### src/rtl/rotator_pkg.sv
// Shared encodings for the rotating-pattern lab blocks: mode constants and bounce direction.
package rotator_pkg;

    localparam logic [1:0] MODE_ROL    = 2'b00;
    localparam logic [1:0] MODE_ROR    = 2'b01;
    localparam logic [1:0] MODE_BOUNCE = 2'b10;
    localparam logic [1:0] MODE_HOLD   = 2'b11;

    typedef enum logic {
        DIR_LEFT  = 1'b0,
        DIR_RIGHT = 1'b1
    } dir_t;

endpackage

### src/rtl/pattern_rotator_if.sv
// Control and pattern signals of pattern_rotator, grouped with driver (master) and rotator (slave) views.
interface pattern_rotator_if #(
    parameter int WIDTH = 8,
    parameter int DIV_W = 4
);
    logic             en;
    logic [1:0]       mode;
    logic [DIV_W-1:0] div;
    logic             load;
    logic [WIDTH-1:0] load_data;
    logic [WIDTH-1:0] d;
    logic             step;
    logic             wrap;

    modport master (
        output en, mode, div, load, load_data,
        input  d, step, wrap
    );

    modport slave (
        input  en, mode, div, load, load_data,
        output d, step, wrap
    );
endinterface

### src/rtl/rotator_prescaler.sv
// Enable-gated prescaler: asserts tick on every div+1-th enabled cycle; clr restarts the count.
module rotator_prescaler #(
    parameter int DIV_W = 4
) (
    input  logic             clk,
    input  logic             rst_n,
    input  logic             en,
    input  logic             clr,
    input  logic [DIV_W-1:0] div,
    output logic             tick
);

    logic [DIV_W-1:0] cnt;

    // Comparing with >= lets a div lowered below the running count fire on the next enabled cycle.
    assign tick = en && !clr && (cnt >= div);

    always_ff @(posedge clk or negedge rst_n) begin
        if (!rst_n) begin
            cnt <= '0;
        end else if (clr) begin
            cnt <= '0;
        end else if (en) begin
            cnt <= tick ? '0 : cnt + DIV_W'(1);
        end
    end

endmodule

### src/rtl/pattern_rotator.sv
// WIDTH-bit rotating/bouncing pattern register with prescaled stepping and step/wrap strobes.
// Bounce mode and its direction FSM exist only when PATTERN_ROTATOR_BOUNCE_EN is defined.
module pattern_rotator #(
    parameter int               WIDTH = 8,
    parameter int               DIV_W = 4,
    parameter logic [WIDTH-1:0] INIT  = {{(WIDTH-1){1'b0}}, 1'b1}
) (
    input  logic              clk,
    input  logic              rst_n,
    pattern_rotator_if.slave  bus
);
    import rotator_pkg::*;

    logic             tick;
    logic [WIDTH-1:0] d_q, d_next;
    logic             step_q, step_next;
    logic             wrap_q, wrap_next;
    logic [WIDTH-1:0] rol, ror, shl, shr;

`ifdef PATTERN_ROTATOR_BOUNCE_EN
    dir_t dir_q, dir_next;
`endif

    rotator_prescaler #(.DIV_W(DIV_W)) u_prescaler (
        .clk   (clk),
        .rst_n (rst_n),
        .en    (bus.en),
        .clr   (bus.load),
        .div   (bus.div),
        .tick  (tick)
    );

    assign rol = {d_q[WIDTH-2:0], d_q[WIDTH-1]};
    assign ror = {d_q[0], d_q[WIDTH-1:1]};
    assign shl = {d_q[WIDTH-2:0], 1'b0};
    assign shr = {1'b0, d_q[WIDTH-1:1]};

    always_ff @(posedge clk or negedge rst_n) begin
        if (!rst_n) begin
            d_q    <= INIT;
            step_q <= 1'b0;
            wrap_q <= 1'b0;
`ifdef PATTERN_ROTATOR_BOUNCE_EN
            dir_q  <= DIR_LEFT;
`endif
        end else begin
            d_q    <= d_next;
            step_q <= step_next;
            wrap_q <= wrap_next;
`ifdef PATTERN_ROTATOR_BOUNCE_EN
            dir_q  <= dir_next;
`endif
        end
    end

    // Load outranks a tick; the mode present at the tick edge picks the operation.
    always_comb begin
        d_next    = d_q;
        step_next = 1'b0;
        wrap_next = 1'b0;
`ifdef PATTERN_ROTATOR_BOUNCE_EN
        dir_next  = dir_q;
`endif
        if (bus.load) begin
            d_next   = bus.load_data;
`ifdef PATTERN_ROTATOR_BOUNCE_EN
            dir_next = DIR_LEFT;
`endif
        end else if (tick) begin
            case (bus.mode)
                MODE_ROL: begin
                    d_next    = rol;
                    step_next = 1'b1;
                    wrap_next = d_q[WIDTH-1];
                end
                MODE_ROR: begin
                    d_next    = ror;
                    step_next = 1'b1;
                    wrap_next = d_q[0];
                end
                MODE_BOUNCE: begin
                    step_next = 1'b1;
`ifdef PATTERN_ROTATOR_BOUNCE_EN
                    // Both ends set: nowhere to go, so only the direction flips.
                    if (d_q[WIDTH-1] && d_q[0]) begin
                        dir_next  = (dir_q == DIR_LEFT) ? DIR_RIGHT : DIR_LEFT;
                        wrap_next = 1'b1;
                    end else if (dir_q == DIR_LEFT) begin
                        if (d_q[WIDTH-1]) begin
                            dir_next  = DIR_RIGHT;
                            d_next    = shr;
                            wrap_next = 1'b1;
                        end else begin
                            d_next = shl;
                        end
                    end else begin
                        if (d_q[0]) begin
                            dir_next  = DIR_LEFT;
                            d_next    = shl;
                            wrap_next = 1'b1;
                        end else begin
                            d_next = shr;
                        end
                    end
`else
                    d_next    = rol;
                    wrap_next = d_q[WIDTH-1];
`endif
                end
                default: begin
                    d_next = d_q;
                end
            endcase
        end
    end

    assign bus.d    = d_q;
    assign bus.step = step_q;
    assign bus.wrap = wrap_q;

endmodule

### src/flat_wrapper.sv
// flat-port wrapper written by rule: the top's interface ports become plain ports
module pattern_rotator_flat import rotator_pkg::*;
#(
    parameter int               WIDTH = 8,
    parameter int               DIV_W = 4,
    parameter logic [WIDTH-1:0] INIT  = {{(WIDTH-1){1'b0}}, 1'b1}
)
  (clk, rst_n, bus_en, bus_mode, bus_div, bus_load, bus_load_data, bus_d, bus_step, bus_wrap);
  pattern_rotator_if #(.WIDTH(WIDTH), .DIV_W(DIV_W)) bus_i ();
  input  logic clk;
  input  logic rst_n;
  input wire logic [$bits(bus_i.en)-1:0] bus_en;
  input wire logic [$bits(bus_i.mode)-1:0] bus_mode;
  input wire logic [$bits(bus_i.div)-1:0] bus_div;
  input wire logic [$bits(bus_i.load)-1:0] bus_load;
  input wire logic [$bits(bus_i.load_data)-1:0] bus_load_data;
  output wire logic [$bits(bus_i.d)-1:0] bus_d;
  output wire logic [$bits(bus_i.step)-1:0] bus_step;
  output wire logic [$bits(bus_i.wrap)-1:0] bus_wrap;
  assign bus_i.en = bus_en;
  assign bus_i.mode = bus_mode;
  assign bus_i.div = bus_div;
  assign bus_i.load = bus_load;
  assign bus_i.load_data = bus_load_data;
  assign bus_d = bus_i.d;
  assign bus_step = bus_i.step;
  assign bus_wrap = bus_i.wrap;
  pattern_rotator #(.WIDTH(WIDTH), .DIV_W(DIV_W), .INIT(INIT)) u_core (.clk(clk), .rst_n(rst_n), .bus(bus_i));
endmodule
### config.mk
export PLATFORM = sky130hd
export DESIGN_NAME = pattern_rotator_flat
export DESIGN_NICKNAME = d
export VERILOG_FILES = /design/src/rtl/rotator_pkg.sv /design/src/rtl/pattern_rotator_if.sv /design/src/rtl/rotator_prescaler.sv /design/src/rtl/pattern_rotator.sv /design/src/flat_wrapper.sv
export SDC_FILE = /design/constraint.sdc
export NUM_CORES = 1
export LEC_CHECK = 0
export CAP_MARGIN = 20
export CORE_ASPECT_RATIO = 1.1
export CORE_UTILIZATION = 48
export CTS_CLUSTER_DIAMETER = 200
export DETAILED_ROUTE_END_ITERATION = 7
export GPL_ROUTABILITY_DRIVEN = 0
export GPL_TIMING_DRIVEN = 0
export PLACE_DENSITY = 0.9
export SLEW_MARGIN = 10
export SYNTH_ARGS = -nofsm -noshare
export SYNTH_HDL_FRONTEND = slang
export SYNTH_SLANG_ARGS = --single-unit
### constraint.sdc
create_clock -name clk -period 4.2 [get_ports clk]
set_input_delay 0.42 -clock clk [delete_from_list [all_inputs] [get_ports clk]]
set_output_delay 0.42 -clock clk [all_outputs]
set_load 0.02 [all_outputs]
==> results.md <==
Timing:
- After layout, the minimum clock period comes to ~2100 ps.
- Summed over all failing endpoints, the final setup total negative slack is 0 ps.
- Setup repair after global routing left no endpoint under its margin.
- The worst pin sits at a relative slew slack of 0.580.
- The count of endpoints failing setup in the final report is 0.
- The max-slew violation total from the final report came to 0.
- Static timing analysis puts the maximum clock frequency at ~470 MHz.
- The ratio of final minimum period to clock period is 0.507.
- At the pin with the least slew margin, the transition time is roughly 630 ps.
- The hold violation count in the final report is 0.
- The worst path meets setup with about 2100 ps of slack.
- The clock arrives with ~0.5 ps of skew.

Setup path:
- The most critical setup path has its startpoint at bus_div[3].
- The worst register-to-register path begins at u_core.u_prescaler.cnt[0].
- The peak fanout along the critical path is 8.
- Data arrives at the worst endpoint at roughly 2300 ps.
- The endpoint required time on the critical path is between 4000 and 5000 ps.
- The endpoint kind of the worst setup timing path is a register.
- The critical path is of the input port to register type.
- STA classifies the critical path startpoint as an input port.

Clock network:
- TritonCTS created 3 clock buffers.
- The clock passes through at most 2 buffers.
- The post-cts resize count is 0.
- Clock-pin slew was measured on the worst setup and hold paths at around 80 ps.
- Post-CTS timing repair inserted 0 buffers for setup.
- CTS saw 14 sinks.
- The CTS tree is done.
- At the later pin of the worst-skew pair, clock insertion delay measures 280 ps.
- Buffers inserted to repair hold after CTS numbered 0.
- The clock root buffer is clkbuf_4.
- CTS built an H-tree with a depth of 1.

Logic synthesis:
- In the synthesized netlist the dominant register cell turns out to be dfrtp_1.
- The number of nets produced by synthesis is roughly 110.
- The netlist area before placement is slightly below 900 um2.
- The count of mapped cells out of synthesis is 88.
- For this run, the number of Yosys warnings is 0.
- Yosys mapped a number of flops with a built-in enable equal to 0.
- The netlist uses 24 different library cells.
- The async set-reset flop share out of synthesis is 1.00.
- The post-synthesis sequential element count is 14.
- A synthesized cell averages 10.1 um2.
- For this run, the register share of the synthesized area comes to 0.395.

Detailed routing:
- The detailed-route wire length per cell is 14.0 um.
- The total routed wirelength is between 1500 and 2000 um.
- Using the TritonRoute via totals, the vias-per-cell ratio works out to approximately 5.6.
- The DRC violation count after routing is 0.
- The DRC marker count from the first detailed-route iteration is 12.
- The overall via count from detail_route is ~750.
- The first TritonRoute pass finished after 4 iterations.
- The count of nets left with antenna violations once routing finished came out at 0.

Global routing:
- The total overflow left after global routing is 0.
- The number of antenna violations at the first check in global routing is 0.
- The maximum number of pins on one net before global-route repair is 15.
- The first global-routing pass estimated roughly 3100 um of wire.
- For this run, the total global-route usage over all layers was measured as 0.208.
- The met2 usage is 0.364.
- In this run the most used layer during global routing was met2.
- The met3 track demand over resource in global routing is 0.0577.
- The via count of the first global-routing pass came to about 730.
- For this run, global-route usage on met1 was measured as 0.253.

Placement:
- The quantity of I/O buffers inserted on ports is 26.
- After detailed placement, the total cell area comes to about 1200 um2.
- The number of placed instances with taps included is 131.
- The post-placement setup slack is approximately 1800 ps.
- The detailed placer's ending HPWL is between 1000 and 1500 um.

Pwr:
- Internal power comes to approximately 0.26 mW.
- The peak ir drop on the vdd network is just over 300 uV.
- The combinational cell fraction of total power is 0.342.
- The analysis attributes to cell leakage a power of approximately 0.53 nW.
- The net switching share of the total power is 0.314.
- The share of total power in sequential cells is 0.451.
- Power spread over the standard cell area amounts to approximately 320 nW/um2.
- The clock share of power is 0.207.
- In this run the power spent charging and discharging nets is 0.120 mW.

Cells and area:
- The filler cells instantiated in the layout total between 100 and 150.
- The number of inserted diodes is 0.
- Once layout is done, the placed cells without fillers occupy between 1000 and 1500 um2.
- The top cell types in the final layout, fill and taps aside, are clkdlybuf4s50_1 (26), dfrtp_1 (13), nand2_1 (9), o21ai_0 (9), mux2_2 (8).
- The share of cells above drive strength 1 is 0.169.
- The area occupied by multi-input gates is a little under 500 um2.
- Leaving out fill and tap cells, the most frequent cell in the layout is clkdlybuf4s50_1.
- The post-synthesis to final-layout area growth is 34.6%.
- Summing all flip-flop and latch instances after layout gives between 300 and 400 um2.
- For this run, the number of standard cells in the final layout without fillers is between 100 and 150.
- The net count of the finished layout is around 140.

Floorplanning:
- The horizontal die dimension is 43.1 um.
- The floorplan step defined a die boundary enclosing 2030 um2.
- The initial utilization of the core area, before any placement, comes to 0.539.
- The die is about 47 um tall.
- 28 I/O pins were placed.
- The total number of placement rows is 15.
- The placeable core region is between 1500 and 2000 um2.

Min path:
- In this run the most critical hold path is launched from bus_en.
- The classification of the worst-slack hold path is input port to register.

Job:
- The tool flagged a number of max-cap violations equal to 0.

Outcome:
- The run finished with clean final reports.
## critical path: stages
cell	delay, ps
clkdlybuf4s50_1	450
inv_1	40
ha_1	310
a21oi_1	220
o21ai_2	120
a31oi_4	350
mux2_2	390
## Yosys cell counts, drive strengths merged (2+ instances only)
master | count | share of area
a21oi | 5 | 0.028
a31oi | 2 | 0.031
buf | 4 | 0.032
dfrtp | 13 | 0.37
ha | 5 | 0.070
inv | 5 | 0.021
mux2 | 8 | 0.10
mux2i | 7 | 0.079
nand2 | 9 | 0.038
nand2b | 4 | 0.028
nand3 | 5 | 0.028
nand3b | 3 | 0.025
nor2 | 2 | 0.0084
o21ai | 10 | 0.060
## cell families (layout without fill, tap and decap cells)
kind of cell / Yosys count / count (layout) / synth area share
muxes: 15 / 15 / 0.180
buffers and inverters: 9 / 39 / 0.0534
adders and majority gates: 5 / 5 / 0.0702
AOI/OAI and AO/OA: 21 / 21 / 0.160
DFF: 14 / 14 / 0.395
and+or+nand+nor: 24 / 24 / 0.142
## flip-flops by register name, indices dropped and copies added, names as in the netlist
signal,flops
u_core.bus.step,1
u_core.u_prescaler.cnt,4
u_core.bus.wrap,1
u_core.bus.d,8
## routing by layer
metal / part of all wire / up-vias / routed length (um)
met1: 0.45 / 362 / 852
met3: 0.047 / 2 / 88
li1: - / 372 / -
met5: 0 / - / 0
met4: 0.0064 / 0 / 12
met2: 0.49 / 17 / 934
## through the flow
step           utilization  total power, mW  hold WS [ps]
5_1_grt              0.726            0.401           424
2_1_floorplan            -            0.241           124
3_3_place_gp         0.710            0.299           550
4_1_cts              0.726            0.384           412
3_5_place_dp         0.710            0.304           555
6_report             0.726            0.381           423
## power groups by stage
stage	clock [mW]	combinational (mW)	sequential [mW]
after CTS	0.0809	0.131	0.172
after detailed placement	0	0.130	0.174
after floorplan	0	0.0526	0.189
final	0.0788	0.130	0.172
after global routing	0.0864	0.140	0.174
after global placement	0	0.126	0.173
## cell type report
| class | count | area share |
|---|---|---|
| Buffer | 4 | 0.0240 |
| Clock buffer | 4 | 0.0219 |
| Inverter | 5 | 0.0157 |
| Multi-Input combinational cell | 65 | 0.410 |
| Sequential cell | 14 | 0.293 |
| Tap cell | 17 | 0.0177 |
| Timing Repair Buffer | 26 | 0.217 |
## path summary, 6_finish.rpt
kind                                             end  slack [ps]  cells after the start
setup / recovery                     u_core.bus.d[6]        2070                      7
hold / removal             u_core.u_prescaler.cnt[0]         420                      3
setup reg to reg                     u_core.bus.d[6]        2250                      6
hold reg to reg                      u_core.bus.wrap         570                      2
max in group asynchronous            u_core.bus.d[2]        3270                      1
min in group asynchronous  u_core.u_prescaler.cnt[3]         530                      1
Note: power is estimated with default switching activity, not from simulation.
